<file path="src/rtl/mem_bus_pkg.sv">
// Shared types and constants for the memory-side bus controller.
// LED_ADDR / SW_ADDR are only decoded when MEM_BUS_MMIO_EN is defined.
package mem_bus_pkg;

    localparam int DEF_DATA_W = 16;
    localparam int DEF_ADDR_W = 8;

    localparam logic [8:0] LED_ADDR = 9'h100;
    localparam logic [8:0] SW_ADDR  = 9'h140;

    typedef enum logic [2:0] {
        IDLE,
        RD,
        RESP,
        WR_SETUP,
        WR_PULSE,
        ERR
    } state_e;

endpackage

</file>
<file path="src/rtl/mem_bus_mmio.sv">
// LED output register and switch read path for the memory-mapped I/O window.
// Instantiated by mem_bus_ctrl only when MEM_BUS_MMIO_EN is defined.
module mem_bus_mmio (
    input  logic       clk,
    input  logic       rst_n,
    input  logic       led_we,
    input  logic [7:0] led_wdata,
    input  logic [7:0] sw_in,
    output logic [7:0] led_out,
    output logic [7:0] sw_rdata
);

    always_ff @(posedge clk or negedge rst_n) begin
        if (!rst_n) begin
            led_out <= 8'h00;
        end else if (led_we) begin
            led_out <= led_wdata;
        end
    end

    assign sw_rdata = sw_in;

endmodule

</file>
<file path="src/rtl/mem_bus_ctrl.sv">
// CPU-to-RAM bus controller: registered address/data, one-cycle write pulse after a setup cycle,
// two-cycle read latency, error pulse for out-of-range accesses. Define MEM_BUS_MMIO_EN for LED/switch I/O.
module mem_bus_ctrl
    import mem_bus_pkg::*;
#(
    parameter int DATA_W = DEF_DATA_W,
    parameter int ADDR_W = DEF_ADDR_W,
    parameter int CNT_W  = 16
) (
    input  logic              clk,
    input  logic              rst_n,
    // cpu_req/cpu_ready: a request transfers on the rising edge where both are high; the CPU
    // holds cpu_req, cpu_we, cpu_addr and cpu_wdata stable until that edge.
    input  logic              cpu_req,
    input  logic              cpu_we,
    input  logic [ADDR_W:0]   cpu_addr,
    input  logic [DATA_W-1:0] cpu_wdata,
    output logic              cpu_ready,
    output logic              cpu_rvalid,
    output logic [DATA_W-1:0] cpu_rdata,
    output logic              cpu_err,
    output logic [ADDR_W-1:0] ram_read_address,
    output logic [ADDR_W-1:0] ram_write_address,
    output logic              ram_write,
    output logic [DATA_W-1:0] ram_din,
    input  logic [DATA_W-1:0] ram_dout,
    output logic [CNT_W-1:0]  xact_cnt,
`ifdef MEM_BUS_MMIO_EN
    input  logic [7:0]        sw_in,
    output logic [7:0]        led_out,
`endif
    output state_e            dbg_state
);

    state_e            state;
    logic              accept;
    logic              in_range;
    logic              is_sw;
    logic              is_led;
    logic              rd_go;
    logic              wr_go;
    logic              io_sel;
    logic [DATA_W-1:0] rd_src;

    assign accept    = cpu_req && cpu_ready;
    assign in_range  = !cpu_addr[ADDR_W];
    assign rd_go     = !cpu_we && (in_range || is_sw);
    assign wr_go     = cpu_we && (in_range || is_led);
    assign dbg_state = state;

`ifdef MEM_BUS_MMIO_EN
    logic       io_q;
    logic [7:0] sw_rdata;

    assign is_sw  = (cpu_addr == (ADDR_W+1)'(SW_ADDR));
    assign is_led = (cpu_addr == (ADDR_W+1)'(LED_ADDR));
    assign io_sel = io_q;
    assign rd_src = io_q ? {{(DATA_W-8){1'b0}}, sw_rdata} : ram_dout;

    // Remembers that the access in flight targets I/O rather than the RAM.
    always_ff @(posedge clk or negedge rst_n) begin
        if (!rst_n) begin
            io_q <= 1'b0;
        end else if (accept) begin
            io_q <= !in_range;
        end
    end

    mem_bus_mmio u_mmio (
        .clk       (clk),
        .rst_n     (rst_n),
        .led_we    (state == WR_PULSE && io_q),
        .led_wdata (ram_din[7:0]),
        .sw_in     (sw_in),
        .led_out   (led_out),
        .sw_rdata  (sw_rdata)
    );
`else
    assign is_sw  = 1'b0;
    assign is_led = 1'b0;
    assign io_sel = 1'b0;
    assign rd_src = ram_dout;
`endif

    // All outputs are flops; ram_write is the registered decode of "next state is WR_PULSE".
    always_ff @(posedge clk or negedge rst_n) begin
        if (!rst_n) begin
            state             <= IDLE;
            cpu_ready         <= 1'b1;
            cpu_rvalid        <= 1'b0;
            cpu_err           <= 1'b0;
            cpu_rdata         <= '0;
            ram_read_address  <= '0;
            ram_write_address <= '0;
            ram_din           <= '0;
            ram_write         <= 1'b0;
            xact_cnt          <= '0;
        end else begin
            cpu_rvalid <= 1'b0;
            cpu_err    <= 1'b0;
            ram_write  <= 1'b0;
            case (state)
                IDLE: begin
                    if (accept) begin
                        ram_read_address  <= cpu_addr[ADDR_W-1:0];
                        ram_write_address <= cpu_addr[ADDR_W-1:0];
                        ram_din           <= cpu_wdata;
                        cpu_ready         <= 1'b0;
                        if (rd_go) begin
                            state <= RD;
                        end else if (wr_go) begin
                            state <= WR_SETUP;
                        end else begin
                            state   <= ERR;
                            cpu_err <= 1'b1;
                        end
                    end
                end
                RD: begin
                    cpu_rdata  <= rd_src;
                    cpu_rvalid <= 1'b1;
                    state      <= RESP;
                end
                RESP: begin
                    xact_cnt  <= xact_cnt + 1'b1;
                    cpu_ready <= 1'b1;
                    state     <= IDLE;
                end
                WR_SETUP: begin
                    ram_write <= !io_sel;
                    state     <= WR_PULSE;
                end
                WR_PULSE: begin
                    xact_cnt  <= xact_cnt + 1'b1;
                    cpu_ready <= 1'b1;
                    state     <= IDLE;
                end
                ERR: begin
                    cpu_ready <= 1'b1;
                    state     <= IDLE;
                end
                default: begin
                    cpu_ready <= 1'b1;
                    state     <= IDLE;
                end
            endcase
        end
    end

endmodule

</file>
<file path="config.mk">
export PLATFORM = sky130hd
export DESIGN_NAME = mem_bus_ctrl
export DESIGN_NICKNAME = d
export VERILOG_FILES = /design/src/rtl/mem_bus_pkg.sv /design/src/rtl/mem_bus_mmio.sv /design/src/rtl/mem_bus_ctrl.sv
export SDC_FILE = /design/constraint.sdc
export NUM_CORES = 1
export LEC_CHECK = 0
export ABC_CLOCK_PERIOD_IN_PS = 4400
export BUFFER_PORTS_ARGS = -buffer_cell sky130_fd_sc_hd__buf_2
export CORE_MARGIN = 3
export CORE_UTILIZATION = 30
export CTS_CLUSTER_SIZE = 14
export DETAILED_ROUTE_END_ITERATION = 10
export GPL_TIMING_DRIVEN = 0
export SYNTH_ARGS = -nofsm -noshare
export SYNTH_HDL_FRONTEND = slang
export SYNTH_HIERARCHICAL = 1
export SYNTH_SLANG_ARGS = --single-unit
export TNS_END_PERCENT = 50
</file>
<file path="constraint.sdc">
create_clock -name clk -period 4.4 [get_ports clk]
set_clock_uncertainty 0.1 [all_clocks]
set_input_delay 0.22 -clock clk [delete_from_list [all_inputs] [get_ports clk]]
set_output_delay 0.22 -clock clk [all_outputs]
set_load 0.05 [all_outputs]
</file>
Word level (Yosys, flattened, before mapping)
Cells that the tools add are included.
Word-level totals
  flip-flop bits (word level): 63
  word-level logic and storage cells: 38
Operators by class
  $add $sub $neg: 1
  equality and inequality tests: 5
  mux-type cells: 12
  bitwise logic cells: 1
  reduce and logical (&&, ||, !) cells: 10
Operator list (number)
  $add 16x1->16 const B: 1
  $mux 3: 3
  $pmux 3 s3: 1
  $mux 1: 7
  $eq 3x2->1 const B: 2
  $reduce_and 2->1: 2
  $reduce_or 2->1: 2
  $eq 3x1->1 const B: 1
  $eq 3x3->1 const B: 1
  $logic_and 1x1->1: 3
  $logic_not 3->1: 1
  $logic_not 1->1: 2
  $ne 2x2->1 const B: 1
  $pmux 1 s2: 1
  $not 1->1: 1

Logic depth before layout (Yosys ltp)
Gate-level depths: netlist (run 1).
  word-level depth: 6
  gate-level depth with buffers: 7

Worst setup path before layout (run 1)
Ideal clock, no wire load.
  path kind: flip-flop to flip-flop
  start: reg state[0] (netlist: dbg_state[0])
  end: reg cpu_rdata[10]
  arrival: 1764 ps
  data required time: 4175 ps
  path slack: 2411 ps
  cell stages (with the launch flop): 5
  buffers on the path: 1
  clock period less this slack: 1989 ps
  path through: dfrtp_1 > inv_2 > nor3_4 > buf_12 > mux2_4
On the way
  longest elaborated chain between the ends: 1
Ends and longest elaborated chain
  from (decl): RTL line mem_bus_ctrl.sv:35  | state_e state;
  from (signal assigned): RTL line mem_bus_ctrl.sv:88  | state <= IDLE;
  from (signal assigned): RTL line mem_bus_ctrl.sv:110  | state <= RD;
  from (signal assigned): RTL line mem_bus_ctrl.sv:112  | state <= WR_SETUP;
  $eq 3x1->1: RTL line mem_bus_ctrl.sv:102  | case (state)
  to (signal assigned): RTL line mem_bus_ctrl.sv:120  | cpu_rdata <= rd_src;
  to (decl): RTL line mem_bus_ctrl.sv:20  | output logic [DATA_W-1:0] cpu_rdata,
No other way between the ends.
A chain may end at the register's enable or synchronous reset.

Worst setup path after layout (run 1)
Same ends and word-level chain as after synthesis.

==> impl_metrics.env, run 1 <==
export IMPL_grtUsageMet2=0.191
export IMPL_die_width_um=100
export IMPL_synth_seq_area_share=0.595
export IMPL_crit_path_start_kind="flop"
export IMPL_root_buffer="clkbuf_8"
export IMPL_cp_slowest_cell="dfrtp_1"
export IMPL_crit_fanout=10
export IMPL_wl_per_cell_um=13.6
export IMPL_initial_core_util=0.316
export IMPL_status="completed"
export IMPL_pin_count=116
export IMPL_synth_distinct_cells=27
export IMPL_setup_viol=0
export IMPL_crit_cells=4
export IMPL_finalWorstSetupSlack_ps=2560
export IMPL_antenna_found_initial=0
export IMPL_clockBufferDepth=2
export IMPL_grt_pass1_wl_um=9600
export IMPL_worstSetupPathType="reg2reg"
export IMPL_drc=0
export IMPL_synth_nets=220
export IMPL_cts_made_buffers=9
export IMPL_clock_latency_ps=330
export IMPL_finalNonFillerCells=444
export IMPL_min_period_ps=1840
export IMPL_post_place_ws_ps=2500
export IMPL_cts_tree="built"
export IMPL_slew_violations=0
export IMPL_timing_hold_ws_ps=26.2
export IMPL_holdPathStages=2
export IMPL_post_route_util=0.466
export IMPL_layout_commonest_cell="buf_2"
export IMPL_yosys_warnings=6
export IMPL_fin_crit_sh=0.418
export IMPL_power_total_mw=3.36
export IMPL_place_gp_congestion=0.693
export IMPL_grt_max_degree=64
export IMPL_crit_path_end_kind="flop"
export IMPL_dp_hpwl_um=4000
export IMPL_hold_path_class="in2reg"
export IMPL_post_cts_buffers=0
export IMPL_cts_resized=0
export IMPL_syn_area_um2=2650
export IMPL_cts_sinks=63
export IMPL_diodes=0
export IMPL_ir_drop_mv=0.361
export IMPL_port_buffers=115
export IMPL_fin_area_um2=3910
export IMPL_grt_busiest_layer="met2"
export IMPL_grt_setup_unrepaired="false"
export IMPL_cts_htree_levels=3
export IMPL_maxCapViolations=0
export IMPL_dieArea_um2=10000
export IMPL_ys_ff_latch=63
export IMPL_fmax_mhz=543
export IMPL_grtUsageMet3=0.0591
export IMPL_gr_usage_all_layers=0.124
export IMPL_ant_nets=0
export IMPL_p_per_area_nw_per_um2=860
export IMPL_layout_common_cells="buf_2, dfrtp_1, dlygate4sd3_1, mux2_4, mux2_2"
export IMPL_drt_iter0_markers=36
export IMPL_hold_viol_final=0
export IMPL_p_leak_nw=1.96
export IMPL_grt_use_met1=0.154
export IMPL_finalNetCount=380
export IMPL_avgSynthCellArea_um2=15.2
export IMPL_r2r_cells=4
export IMPL_grt_overflow_total=0
export IMPL_clk_pin_slew_ps=60
export IMPL_wirelength_um=6020
export IMPL_finalSetupTns_ps=0
export IMPL_synth_main_ff_cell="dfrtp_1"
export IMPL_worstPathRequired_ps=4510
export IMPL_core_area_um2=8380
export IMPL_grt_pass1_vias=1941
export IMPL_crit_arrival_ps=1950
export IMPL_area_growth_pct=47.4
export IMPL_synthCells=174
export IMPL_vias=1878
export IMPL_synth_edf_count=0
export IMPL_firstDrtPassIters=4
export IMPL_cpPeakStageDelay_ps=550
export IMPL_synth_async_reset_ratio=1.00
export IMPL_dp_cells=394
export IMPL_drive_gt1_frac=0.563
export IMPL_path_buf_inv=2
export IMPL_cp_cell_sequence="inv_2 -> nor3_4 -> buf_12 -> mux2_4"
export IMPL_place_area_um2=3360
export IMPL_viasPerCell=4.23
export IMPL_cts_hold_fix_buffers=29
export IMPL_rows=33
export IMPL_cp_top_family="flip-flops"
export IMPL_die_h_um=100
export IMPL_worst_pin_slew_ps=783
export IMPL_timing_slew_headroom=0.478
layer usage:
metal / up-vias / part of all wire / wire length (um)
met1: 889 / 0.42 / 2510
li1: 908 / - / -
met4: 0 / 0.015 / 91
met3: 8 / 0.084 / 505
met2: 73 / 0.48 / 2910
met5: - / 0 / 0
sequential cells by signal (all words and copies together), names as in the netlist:
signal	cells
cpu_err	1
ram_din	16
cpu_rvalid	1
ram_write_address	8
cpu_rdata	16
xact_cnt	16
dbg_state	3
cpu_ready	1
ram_write	1
kinds of logic (layout without fill, tap and decap cells):
| family | after synthesis | in the layout | synth area share |
|---|---|---|---|
| XOR/XNOR | 16 | 16 | 0.0557 |
| flip-flops | 63 | 63 | 0.595 |
| AND/OR/NAND/NOR | 33 | 33 | 0.0750 |
| adder cells (fa/ha/maj) | 1 | 1 | 0.00472 |
| AO/OA/AOI/OAI | 4 | 4 | 0.00849 |
| multiplexers | 41 | 41 | 0.212 |
| buffers and inverters | 16 | 181 | 0.0491 |
power breakdown:
| group | total, mW | switching, mW | internal [mW] | leakage [nW] |
|---|---|---|---|---|
| registers | 0.971 | 0.156 | 0.815 | 0.781 |
| logic | 1.88 | 1.27 | 0.612 | 1.07 |
| clock network | 0.510 | 0.219 | 0.291 | 0.105 |
path summary, 6_finish.rpt:
kind                              startpoint              endpoint  slack (ps)
worst max register to register  dbg_state[0]         cpu_rdata[10]        2560
worst min-delay path             cpu_addr[7]  ram_write_address[7]          30
min in group asynchronous              rst_n           xact_cnt[8]         400
worst max-delay path            dbg_state[0]         cpu_rdata[10]        2560
max in group asynchronous              rst_n         cpu_rdata[10]        3260
worst min register to register  xact_cnt[15]          xact_cnt[15]         360
cells in the mapped netlist, types with 2 or more instances:
cell type / number / area (um^2)
and3_1: 4 / 25.0
buf_4: 8 / 60.1
buf_6: 3 / 33.8
nor2_1: 4 / 15.0
mux2_2: 14 / 158
dfrtp_1: 62 / 1550
inv_1: 2 / 7.51
nand2_1: 9 / 33.8
a21oi_1: 2 / 10.0
xnor2_1: 13 / 114
nand3_1: 7 / 35.0
xor2_1: 2 / 17.5
mux2_4: 27 / 405
nor3_4: 2 / 32.5
nand4_1: 3 / 18.8
cell type report:
| type | count | area [um^2] |
|---|---|---|
| flip-flops and latches | 63 | 1580 |
| plain buffers | 13 | 119 |
| fillers | 768 | 4470 |
| multi-input cells | 95 | 945 |
| inverters | 3 | 11.3 |
| well taps | 105 | 131 |
| repair buffers | 149 | 918 |
| clock inverters | 5 | 56.3 |
| clock buffers | 11 | 151 |
worst register-to-register path, delay by kind of cell (launching register included):
| kind | cells | cell delay, ps |
|---|---|---|
| mux | 1 | 300 |
| flops | 1 | 550 |
| simple gates | 1 | 460 |
| buf+inv | 2 | 320 |
Note: power is estimated with default switching activity, not from simulation.
==> run 2: changes to the inputs <==
--- a/config.mk
+++ b/config.mk
@@ -5,7 +5,7 @@
 export SDC_FILE = /design/constraint.sdc
 export NUM_CORES = 1
 export LEC_CHECK = 0
-export ABC_CLOCK_PERIOD_IN_PS = 4400
+export ABC_CLOCK_PERIOD_IN_PS = 1500
 export BUFFER_PORTS_ARGS = -buffer_cell sky130_fd_sc_hd__buf_2
 export CORE_MARGIN = 3
 export CORE_UTILIZATION = 30
==> constraint.sdc (replaced) <==
create_clock -name clk -period 1.5 [get_ports clk]
set_clock_uncertainty 0.1 [all_clocks]
set_input_delay 0.075 -clock clk [delete_from_list [all_inputs] [get_ports clk]]
set_output_delay 0.075 -clock clk [all_outputs]
set_load 0.05 [all_outputs]
==> run 2 against run 1 <==
The run now ends with setup timing left. Clock-buffer cell count grew 2. Global-route usage grew 0.85 points. Largest cell class unchanged. Sequential share of layout area shrank 4.0 points. Design area grew 12%. Non-clock buffer count grew 23. Via count grew 8.0%. Final cell count grew 5.2%. Critical path depth grew 2. Worst hold slack gained 240 ps. Die area is the same. Highest routed layer unchanged. Flip-flop and latch count is the same.
==> impl_metrics.env, run 2 (synthesis gave the netlist of run 1 again) <==
export IMPL_status="finished, violations left"
export IMPL_violations="setup timing"
export IMPL_cp_top_family="flip-flops"
export IMPL_ir_drop_mv=1.11
export IMPL_rows=33
export IMPL_grt_overflow_total=0
export IMPL_clock_power_share=0.158
export IMPL_crit_fanout=5
export IMPL_cts_htree_levels=3
export IMPL_setup_viol=52
export IMPL_clk_pin_slew_ps=70
export IMPL_worstPathRequired_ps=1610
export IMPL_pin_count=116
export IMPL_register_area_um2=1590
export IMPL_p_int_mw=5.60
export IMPL_grt_pass1_wl_um=10400
export IMPL_port_buffers=115
export IMPL_wl_per_cell_um=13.9
export IMPL_clock_latency_ps=330
export IMPL_diodes=0
export IMPL_drc=0
export IMPL_p_per_area_nw_per_um2=2430
export IMPL_layout_common_cells="buf_2, dfrtp_1, dlygate4sd3_1, mux2_4, buf_4"
export IMPL_power_total_mw=10.6
export IMPL_p_sw_frac=0.471
export IMPL_clockBufferDepth=2
export IMPL_initial_core_util=0.316
export IMPL_die_width_um=100
export IMPL_firstDrtPassIters=4
export IMPL_cts_tree="built"
export IMPL_finalWorstSetupSlack_ps=-150
export IMPL_p_switching_mw=5.00
export IMPL_drt_iter0_markers=29
export IMPL_die_h_um=100
export IMPL_crit_arrival_ps=1760
export IMPL_worstSetupPathType="reg2reg"
export IMPL_wirelength_um=6470
export IMPL_slew_violations=0
export IMPL_vias=2029
export IMPL_hold_viol_final=0
export IMPL_dr_wl_met3_um=362
export IMPL_grt_max_degree=64
export IMPL_crit_path_end_kind="flop"
export IMPL_cpMostUsedCell="buf_12"
export IMPL_fin_crit_sh=1.10
export IMPL_antenna_found_initial=0
export IMPL_drive_gt1_frac=0.624
export IMPL_grt_pass1_vias=2119
export IMPL_combPwrFrac=0.569
export IMPL_min_period_ps=1650
export IMPL_highest_layer="met4"
export IMPL_wl_met2_um=3340
export IMPL_p_leak_nw=2.15
export IMPL_maxCapViolations=0
export IMPL_nFillCells=739
export IMPL_met1_length_um=2700
export IMPL_timing_hold_ws_ps=269
export IMPL_core_area_um2=8380
export IMPL_dieArea_um2=10000
export IMPL_grt_setup_unrepaired="true"
export IMPL_hold_path_class="in2async"
export IMPL_pwr_share_seq=0.273
export IMPL_fmax_mhz=606
export IMPL_cp_slowest_cell="dfrtp_4"
export IMPL_worst_pin_slew_ps=791
export IMPL_gr_usage_all_layers=0.133
export IMPL_viasPerCell=4.34
export IMPL_cpPeakStageDelay_ps=500
export IMPL_root_buffer="clkbuf_8"
export IMPL_place_gp_congestion=0.687
export IMPL_area_growth_pct=64.8
export IMPL_cts_sinks=63
export IMPL_crit_path_start_kind="flop"
export IMPL_multi_input_area_um2=1080
export IMPL_timing_slew_headroom=0.473
export IMPL_layout_commonest_cell="buf_2"
export IMPL_path_buf_inv=3
export IMPL_dp_hpwl_um=3920
export IMPL_reg_largest_list="cpu_rdata x16, ram_din x16, xact_cnt x16"
export IMPL_cp_cell_sequence="nor2b_4 -> and3_4 -> buf_8 -> buf_12 -> buf_12 -> mux2_4"
export IMPL_ant_nets=0
export IMPL_cts_made_buffers=9
export IMPL_finalNetCount=403
## run 2: cell count changes in the layout (fill, tap and decap cells not counted), sizes merged
cell         delta
clkbuf          +1
dlygate4sd3    +10
buf            +14
clkinvlp        -1
clkinv          -2
bufinv          +1
## run 2: per-stage QoR
| stage | instances | cell area [um^2] | util | setup WS, ps | TNS (ps) |
|---|---|---|---|---|---|
| global placement | 394 | 3400 | 0.405 | -234 | -9730 |
| CTS | 466 | 4270 | 0.509 | -155 | -4830 |
| global route | 467 | 4370 | 0.521 | -194 | -7510 |
| finish | 467 | 4370 | 0.521 | -150 | -4170 |
| floorplan | 174 | 2690 | - | -243 | -9280 |
| detailed placement | 394 | 3400 | 0.406 | -271 | -9740 |
## run 2: area by class of cell
type | instances | area share
plain buffers | 12 | 0.0309
clock buffers | 13 | 0.0364
well taps | 105 | 0.0301
clock inverters | 3 | 0.0149
flip-flops and latches | 63 | 0.364
repair buffers | 173 | 0.274
multi-input cells | 95 | 0.247
inverters | 3 | 0.00315
## run 2: path summary, 6_finish.rpt
path,start,endpoint,slack [ps],depth (start not counted)
hold reg to reg,xact_cnt[15],xact_cnt[15],370,1
setup reg to reg,dbg_state[0],ram_din[7],-150,6
hold / removal,rst_n,xact_cnt[7],270,2
max in group asynchronous,rst_n,dbg_state[0],420,2
min in group clk,xact_cnt[15],xact_cnt[15],370,1
setup / recovery,dbg_state[0],ram_din[7],-150,6
## run 2: power groups by stage
stage	clock network, mW	logic (mW)	registers, mW
5_1_grt	1.79	6.30	3.01
3_3_place_gp	0	5.48	2.87
2_1_floorplan	0	2.01	5.24
6_report	1.68	6.03	2.89
3_5_place_dp	0	5.53	2.89
4_1_cts	1.73	6.01	2.87
## run 2: routing by layer
metal / vias up / global-route usage
li1: 951 / -
met2: 63 / 0.226
met4: 0 / 0.0466
met1: 1006 / 0.164
met5: - / 0
met3: 9 / 0.0320
## run 2: timing repair
item | CTS | global route
hold buffers | 44 | 0
resized for setup | 18 | 19
cloned | 1 | 0
pin swaps | 8 | 18
endpoints found under the setup margin | 57 | 57
hold endpoints to repair | 106 | 0
buffers inserted | 12 | 1
